===== config.mk =====
export PLATFORM = sky130hd
export DESIGN_NAME = alu_seq
export DESIGN_NICKNAME = d
export VERILOG_FILES = /design/src/rtl/alu_pkg.sv /design/src/rtl/alu_core.sv /design/src/rtl/alu_seq.sv
export SDC_FILE = /design/constraint.sdc
export NUM_CORES = 1
export LEC_CHECK = 0
export ABC_CLOCK_PERIOD_IN_PS = 7250
export BUFFER_PORTS_ARGS = -buffer_cell sky130_fd_sc_hd__buf_4
export CAP_MARGIN = 20
export CORE_ASPECT_RATIO = 1.2
export CORE_UTILIZATION = 40
export CTS_CLUSTER_DIAMETER = 200
export CTS_CLUSTER_SIZE = 30
export DETAILED_ROUTE_END_ITERATION = 8
export GPL_TIMING_DRIVEN = 1
export MAX_ROUTING_LAYER = met4
export PLACE_DENSITY = 0.62
export SLEW_MARGIN = 10
export SYNTH_ARGS = -nofsm -noshare
export SYNTH_HDL_FRONTEND = slang
export SYNTH_SLANG_ARGS = --single-unit

===== constraint.sdc =====
create_clock -name clk -period 7.25 [get_ports clk]
set_input_delay 0.725 -clock clk [delete_from_list [all_inputs] [get_ports clk]]
set_output_delay 0.725 -clock clk [all_outputs]
set_load 0.05 [all_outputs]

===== src/rtl/alu_pkg.sv =====
// Shared opcode constants and FSM state encoding for the sequential ALU.
package alu_pkg;

  localparam logic [5:0] OP_ADD = 6'b100000;
  localparam logic [5:0] OP_SUB = 6'b100010;
  localparam logic [5:0] OP_AND = 6'b100100;
  localparam logic [5:0] OP_OR  = 6'b100101;
  localparam logic [5:0] OP_XOR = 6'b100110;
  localparam logic [5:0] OP_NOR = 6'b100111;
  localparam logic [5:0] OP_SRA = 6'b000011;
  localparam logic [5:0] OP_SRL = 6'b000010;

  typedef enum logic [2:0] {
    S_A    = 3'd0,
    S_B    = 3'd1,
    S_OP   = 3'd2,
    S_EXEC = 3'd3,
    S_OUT  = 3'd4
  } state_t;

endpackage


===== src/rtl/alu_core.sv =====
// Combinational ALU datapath: MIPS-funct opcodes, carry/overflow for ADD/SUB,
// saturating shift amounts, error flag on unsupported opcodes.
module alu_core
  import alu_pkg::*;
#(
  parameter int NB_DATA = 6,
  parameter int NB_OP   = 6
) (
  input  logic [NB_DATA-1:0] a,
  input  logic [NB_DATA-1:0] b,
  input  logic [NB_OP-1:0]   op,
  output logic [NB_DATA-1:0] result,
  output logic               carry,
  output logic               ovf,
  output logic               err
);

  localparam logic [NB_DATA-1:0] SH_LIMIT = NB_DATA'(NB_DATA);

  logic [NB_DATA:0] sum;
  logic [NB_DATA:0] diff;
  logic             shift_big;

  always_comb begin
    sum       = {1'b0, a} + {1'b0, b};
    diff      = {1'b0, a} - {1'b0, b};
    shift_big = (b >= SH_LIMIT);
    result    = '0;
    carry     = 1'b0;
    ovf       = 1'b0;
    err       = 1'b0;
    case (op)
      NB_OP'(OP_ADD): begin
        result = sum[NB_DATA-1:0];
        carry  = sum[NB_DATA];
        ovf    = (a[NB_DATA-1] == b[NB_DATA-1]) && (sum[NB_DATA-1] != a[NB_DATA-1]);
      end
      // Borrow out of the extended subtraction means A < B, so carry is its inverse.
      NB_OP'(OP_SUB): begin
        result = diff[NB_DATA-1:0];
        carry  = ~diff[NB_DATA];
        ovf    = (a[NB_DATA-1] != b[NB_DATA-1]) && (diff[NB_DATA-1] != a[NB_DATA-1]);
      end
      NB_OP'(OP_AND): result = a & b;
      NB_OP'(OP_OR):  result = a | b;
      NB_OP'(OP_XOR): result = a ^ b;
      NB_OP'(OP_NOR): result = ~(a | b);
      NB_OP'(OP_SRL): result = shift_big ? '0 : (a >> b);
      NB_OP'(OP_SRA): result = shift_big ? {NB_DATA{a[NB_DATA-1]}}
                                         : $unsigned($signed(a) >>> b);
      default:        err = 1'b1;
    endcase
  end

endmodule


===== src/rtl/alu_seq.sv =====
// Button-driven sequential ALU: loads A, B and opcode from one switch bus,
// executes once and presents the result behind a valid/ready handshake.
module alu_seq
  import alu_pkg::*;
#(
  parameter int NB_DATA = 6,
  parameter int NB_OP   = 6
) (
  input  logic               clk,
  input  logic               reset,
  input  logic [NB_DATA-1:0] i_sw,
  input  logic               i_btn_a,
  input  logic               i_btn_b,
  input  logic               i_btn_op,
  output logic [NB_DATA-1:0] o_result,
  output logic               o_zero,
  output logic               o_neg,
  output logic               o_carry,
  output logic               o_ovf,
  output logic               o_err,
  output logic               o_valid,
  input  logic               i_ready,
  output logic [2:0]         o_state
);

  state_t state, state_next;

  logic [2:0] btn_sync, btn_prev, pulse;
  logic [NB_DATA-1:0] a_reg, b_reg;
  logic [NB_OP-1:0]   op_reg;
  logic ld_a, ld_b, ld_op, exec;

  logic [NB_DATA-1:0] core_result;
  logic core_carry, core_ovf, core_err;

  // Buttons are registered once; a pulse is the registered level rising.
  always_ff @(posedge clk or posedge reset) begin
    if (reset) begin
      btn_sync <= '0;
      btn_prev <= '0;
    end else begin
      btn_sync <= {i_btn_op, i_btn_b, i_btn_a};
      btn_prev <= btn_sync;
    end
  end

  assign pulse = btn_sync & ~btn_prev;

  always_ff @(posedge clk or posedge reset) begin
    if (reset) state <= S_A;
    else       state <= state_next;
  end

  always_comb begin
    state_next = state;
    case (state)
      S_A:     if (pulse[0]) state_next = S_B;
      S_B:     if (pulse[1]) state_next = S_OP;
      S_OP:    if (pulse[2]) state_next = S_EXEC;
      S_EXEC:  state_next = S_OUT;
      S_OUT:   if (o_valid && i_ready) state_next = S_A;
      default: state_next = S_A;
    endcase
  end

  always_comb begin
    ld_a    = (state == S_A)  && pulse[0];
    ld_b    = (state == S_B)  && pulse[1];
    ld_op   = (state == S_OP) && pulse[2];
    exec    = (state == S_EXEC);
    o_state = state;
  end

  always_ff @(posedge clk or posedge reset) begin
    if (reset) begin
      a_reg  <= '0;
      b_reg  <= '0;
      op_reg <= '0;
    end else begin
      if (ld_a)  a_reg  <= i_sw;
      if (ld_b)  b_reg  <= i_sw;
      if (ld_op) op_reg <= i_sw[NB_OP-1:0];
    end
  end

  alu_core #(
    .NB_DATA(NB_DATA),
    .NB_OP  (NB_OP)
  ) u_core (
    .a     (a_reg),
    .b     (b_reg),
    .op    (op_reg),
    .result(core_result),
    .carry (core_carry),
    .ovf   (core_ovf),
    .err   (core_err)
  );

  // Result and flags only change in S_EXEC; valid drops the cycle after acceptance.
  always_ff @(posedge clk or posedge reset) begin
    if (reset) begin
      o_result <= '0;
      o_zero   <= 1'b0;
      o_neg    <= 1'b0;
      o_carry  <= 1'b0;
      o_ovf    <= 1'b0;
      o_err    <= 1'b0;
      o_valid  <= 1'b0;
    end else if (exec) begin
      o_result <= core_result;
      o_zero   <= (core_result == '0);
      o_neg    <= core_result[NB_DATA-1];
      o_carry  <= core_carry;
      o_ovf    <= core_ovf;
      o_err    <= core_err;
      o_valid  <= 1'b1;
    end else if (o_valid && i_ready) begin
      o_valid  <= 1'b0;
    end
  end

endmodule


Yosys cells after proc, flatten, opt, wreduce, memory -nomap -nowiden

Cells that the tools add are included.

Bitwise logic cells: 7
Mux-type cells: 13
Reductions and logical operators: 11
Add/subtract/negate cells: 2
Eq/ne operators: 20
Shifts and indexed selects: 2
$lt $le $gt $ge: 1

Operator list:

| cell                                                               | number |
|---|---|
| one-hot mux 6 bit (8 select lines)                                 | 1 |
| == test 6 bit (second input constant)                              | 6 |
| one-hot mux 3 bit (5 select lines)                                 | 1 |
| == test 6 x 2 -> 1 bit (second input constant)                     | 2 |
| 2-to-1 mux 3 bit                                                   | 4 |
| 2-to-1 mux 6 bit                                                   | 2 |
| inequality test 2 bit (second input constant)                      | 4 |
| OR reduction 8 bit                                                 | 1 |
| adder 6 x 6 -> 7 bit                                               | 1 |
| subtractor 6 x 6 -> 7 bit                                          | 1 |
| bitwise AND 6 bit                                                  | 1 |
| == test 3 x 2 -> 1 bit (second input constant)                     | 2 |
| greater-or-equal comparator 6 x 3 -> 1 bit (second input constant) | 1 |
| logical AND 1 bit                                                  | 6 |
| logical NOT 6 bit                                                  | 1 |
| inverter 6 bit                                                     | 1 |
| bitwise OR 6 bit                                                   | 1 |
| >> shifter 6 x 6 -> 6 bit                                          | 1 |
| >>> shifter 6 x 6 -> 6 bit                                         | 1 |
| bitwise XOR 6 bit                                                  | 1 |
| one-hot mux 1 bit (2 select lines)                                 | 2 |
| AND reduction 4 bit                                                | 1 |
| bitwise AND 3 bit                                                  | 1 |
| == test 3 x 1 -> 1 bit (second input constant)                     | 1 |
| other kinds (8)                                                    | 12 |

Register bits: 39
Output and inout bits: 15

Longest topological paths before layout

Word-level depth: 4
Gate-level depth with buffers: 10
Mapped depth without buffers: 10

Hierarchy

A second synthesis with hierarchy kept.

Cells, all modules: 274
Area, all modules: 2728.9 µm²

Modules (own cells, without submodules):

| module   | instances | cells an instance | area each (µm²) |
|---|---|---|---|
| alu_seq  | 1         | 89                | 1453.9 |
| alu_core | 1         | 185               | 1275.0 |

Worst setup path before layout

No wires, ideal clock.

Kind: register to register
Start point: reg b_reg[2]
End point: reg o_result[5]
Arrival time: 2.223 ns
Path buffers: 1
Cell stages (with the launch flop): 10
Library setup time: 0.125 ns
Path slack: 4.902 ns
Cells stage by stage: dfrtp_1 > inv_1 > ha_1 > clkbuf_1 > a21oi_1 > a21oi_1 > or2_2 > a221oi_1 > o221ai_1 > mux2_2

Longest elaborated chain between the ends: 3
Elaborated cells on any way between the ends: 8
Classes of those cells: add/sub: 2; order compare: 1; shift: 2; mux: 3

Ends and longest elaborated chain:

| what                                                                     | RTL line                       | RTL |
|---|---|---|
| from (decl)                                                              | alu_seq.sv:29                  | `logic [NB_DATA-1:0] a_reg, b_reg;` |
| from (signal assigned)                                                   | alu_seq.sv:81                  | `if (ld_b) b_reg <= i_sw;` |
| greater-or-equal comparator 6 x 3 -> 1 bit, or another cell as far along | alu_core.sv:27                 | `shift_big = (b >= SH_LIMIT);` |
| 2-to-1 mux 6 bit (on tied branches)                                      | alu_core.sv:49, alu_core.sv:48 |  |
| one-hot mux 6 bit (8 select lines) (*)                                   | alu_core.sv:32                 | `case (op)` |
| to (signal assigned)                                                     | alu_seq.sv:110                 | `o_result <= core_result;` |
| to (decl)                                                                | alu_seq.sv:15                  | `output logic [NB_DATA-1:0] o_result,` |

Every way passes the cells marked *; elsewhere a longest branch is shown, timed or not.
A chain may end at the register's enable or synchronous reset.

Worst setup path after layout

Start point: reg b_reg[1]
End point: reg o_zero

Longest elaborated chain between the ends: 4
Elaborated cells on any way between the ends: 13
Classes of those cells: add/sub: 2; order compare: 1; shift: 2; mux: 3; bitwise: 4; reduce/logical: 1

Ends and longest elaborated chain:

| what                                                                     | RTL line       | RTL |
|---|---|---|
| greater-or-equal comparator 6 x 3 -> 1 bit, or another cell as far along | alu_core.sv:27 |  |
| 2-to-1 mux 6 bit, or another cell as far along                           | alu_core.sv:49 | `NB_OP'(OP_SRA): result = shift_big ? {NB_DATA{a[NB_DATA-1]}}` |
| one-hot mux 6 bit (8 select lines) (*)                                   | alu_core.sv:32 |  |
| logical NOT 6 bit (*)                                                    | alu_seq.sv:111 | `o_zero <= (core_result == '0);` |
| to (signal assigned)                                                     | alu_seq.sv:111 |  |
| to (decl)                                                                | alu_seq.sv:16  | `output logic o_zero,` |

Marked as above.

==> impl_results.md <==
- Total die area: 7170 um^2
- Cts bufs inserted: 5
- Pwr Total: 0.00154 W
- Final HPWL DP: 4660 um
- Hold Buf Count CTS: 0
- Syn nets: 309
- Slowest-stage cell, CP: dfrtp_1
- Period utilisation layout: 36.9%
- Cell Chain, Critical Path: inv_1 > ha_1 > o21bai_1 > a21oi_1 > a221o_1 > nand2_1 > o311ai_0 > o41ai_2
- Reg2reg path depth: 8
- FF/Latch Area: 951 um^2
- Reg-to-Reg End: o_zero
- Max Clock Freq: 374 MHz
- Total Routing Usage GR: 19.1%
- Vias/cell: 5.73
- Reg-to-reg startpoint: b_reg[1]
- I/O Buffers: 26
- Outcome: complete, no violations
- Setup CP Type: flip-flop to flip-flop
- Synth warn: 0
- Post-Syn Area: 2730 um^2
- Multi-input gate area: 1590 um^2
- DR iter-0 viols: 128
- Postcts setup bufs: 0
- H-tree depth: 2
- CTS tree: built
- Vias post-DR: 2,178
- Pwr dens: 501 nW/um^2
- Synth top area share: 34.8%
- Total core area: 6530 um^2
- Clock sinks: 38
- Setup violators final: 0
- Critical Path RT: 7440 ps
- Initial antenna violation count: 0
- Root Buffer: clkbuf_8
- Pre-CTS WS: 4590 ps
- Row count: 32
- Worst EP arrival: 2870 ps
- Die Wd: 77.5 um
- Async set-reset flop share out of synthesis: 100%
- Area grow syn2layout: 12.3%
- Commonest non-fill, non-tap cells in the layout: dfrtp_1 (38), buf_4 (27), nand2_1 (25)
- Headroom to the max-slew limit: 41.4%
- CP Launch Type: flip-flop
- Total negative slack: 0 ps
- Drt pass-1 iters: 6
- Seq cells post-synth: 38
- Count of different cell masters after synthesis: 61
- Resized Gates After CTS: 0
- Crit-path max FO: 12
- Flop-to-flop setup slack: 4580 ps
- ANT cells: 0
- Syn Area/Cell: 9.87 um^2
- Max cap viols: 0
- Wire length of the first global-routing pass: 10,500 um
- Largest cells by area after synthesis: dfrtp_1 (35%), mux2_2 (8.6%), ha_1 (8.2%)
- Overflow after GRT: 0
- Commonest non-fill, non-tap cell in the layout: dfrtp_1
- Drc violations: 0
- Max Clock Skew: 6.13 ps
- Max Buffers Root-to-Sink: 2
- Crit. path cell count: 8
- Fin. Hold Viols: 0
- Lkg Pwr: 1.33 nW
- Skew-Pair Late Insertion Delay: 290 ps
- Clk pin slew, worst setup/hold paths: 80 ps
- Crit end category: flip-flop
- Slew Viols, Final: 0
- Layout cell share with drive strength beyond 1: 22.4%
- Detail Route Antenna Nets: 0
- Pin count of the biggest net entering global routing: 39
- Final WL: 6150 um
- Fillcell total: 630
- Worst setup path endpoint: o_zero
- Area leader, netlist: dfrtp_1
- Final Wtd Congestion: 0.923
- Gate Count Post-Synth: 277
- Wire per inst: 16.2 um
- Nets: 326
- RSZ-0062 raised after global routing: false
- Vias in the first global route: 2,168
- Setup slack after layout: 4580 ps
- Main synth FF type: dfrtp_1
- Crit path largest cell delay: 630 ps
- Starting density of the core: 41.9%
- Worst Max-Slew Pin Slew: 868 ps
- Seq/Total Area, Yosys: 34.8%
- Setup crit start: b_reg[1]
- Die height: 92.6 um
- Worst path buffer plus inverter count: 1
- Min Tclk post-route: 2670 ps
- Worst hold path type: flip-flop to flip-flop
- Peak VDD IR: 0.000239 V
- Worst path top cell family by delay: compound AO/OA/AOI/OAI gates
- I/O pin total: 27
- EDFF count, synth: 0
[through the flow]
step / std cells / cell area (um^2) / hold WS, ps / util [%]
after CTS: 380 / 3070 / 378 / 47.0
final: 380 / 3070 / 372 / 47.0
after global placement: 372 / 2930 / 357 / 44.9
after detailed placement: 372 / 2930 / 358 / 44.9
after global routing: 380 / 3070 / 387 / 47.0
after floorplan: 277 / 2730 / 346 / -
[synth_stat cells (2+ instances only)]
cell and count:
xnor2_1 5, buf_6 5, clkbuf_1 7, nand3_1 3, and2_1 3, a21oi_1 10, mux2_2 21, ha_1 18
o2111ai_1 2, buf_4 2, nand2_1 25, nor3_1 4, inv_1 21, nor2b_1 10, mux4_2 2, nor2_1 11
a211oi_1 10, o221ai_1 2, dfrtp_1 38, a31oi_1 5, o21ai_0 11, xor2_1 4, o31ai_1 2, a311oi_1 2
fa_1 2, a221oi_1 2, nand4_1 2, nand3b_1 4, mux2i_1 3, o21a_1 4, nor3b_1 4, a21o_1 2
buf_2 2, o211a_1 2
[cell type report]
type                    count  area share (%)
repair buffers             27            6.60
multi-input cells         201            51.9
well taps                  85            3.47
clock buffers               5            2.24
inverters                  21            2.57
flip-flops and latches     38            31.0
clock inverters             3            2.24
[cell families after synthesis]
group	synth area share, %
xor+xnor	2.88
fa+ha+maj	9.70
buf+inv	6.96
compound gates	19.5
flops	34.8
simple gates	14.8
mux	11.4
[metal layers]
layer	track usage (%)	wire length, um	up-vias
li1	-	-	1034
met1	23.4	2680	1071
met2	30.8	3020	60
met5	-	0	-
met4	8.65	167	0
met3	3.45	274	13
[worst min-delay path by stage]
stage | start | end | slack, ps | cells past startpoint
after floorplan | btn_sync[0] | btn_prev[0] | 350 | 0
after global placement | btn_sync[1] | btn_prev[1] | 360 | 0
after detailed placement | btn_sync[1] | btn_prev[1] | 360 | 0
after CTS | btn_sync[1] | btn_prev[1] | 380 | 0
after global routing | btn_sync[0] | btn_prev[0] | 390 | 0
final | btn_sync[1] | btn_prev[1] | 370 | 0
[report_power, final]
group	total (W)	leakage [nW]	switching, W	internal, W
registers	0.000466	0.460	0.000176	0.000290
logic	0.000856	0.805	0.000481	0.000374
clock network	0.000217	0.0683	0.0000789	0.000138
total	0.00154	1.33	0.000736	0.000802
Note: power is estimated with default switching activity, not from simulation.
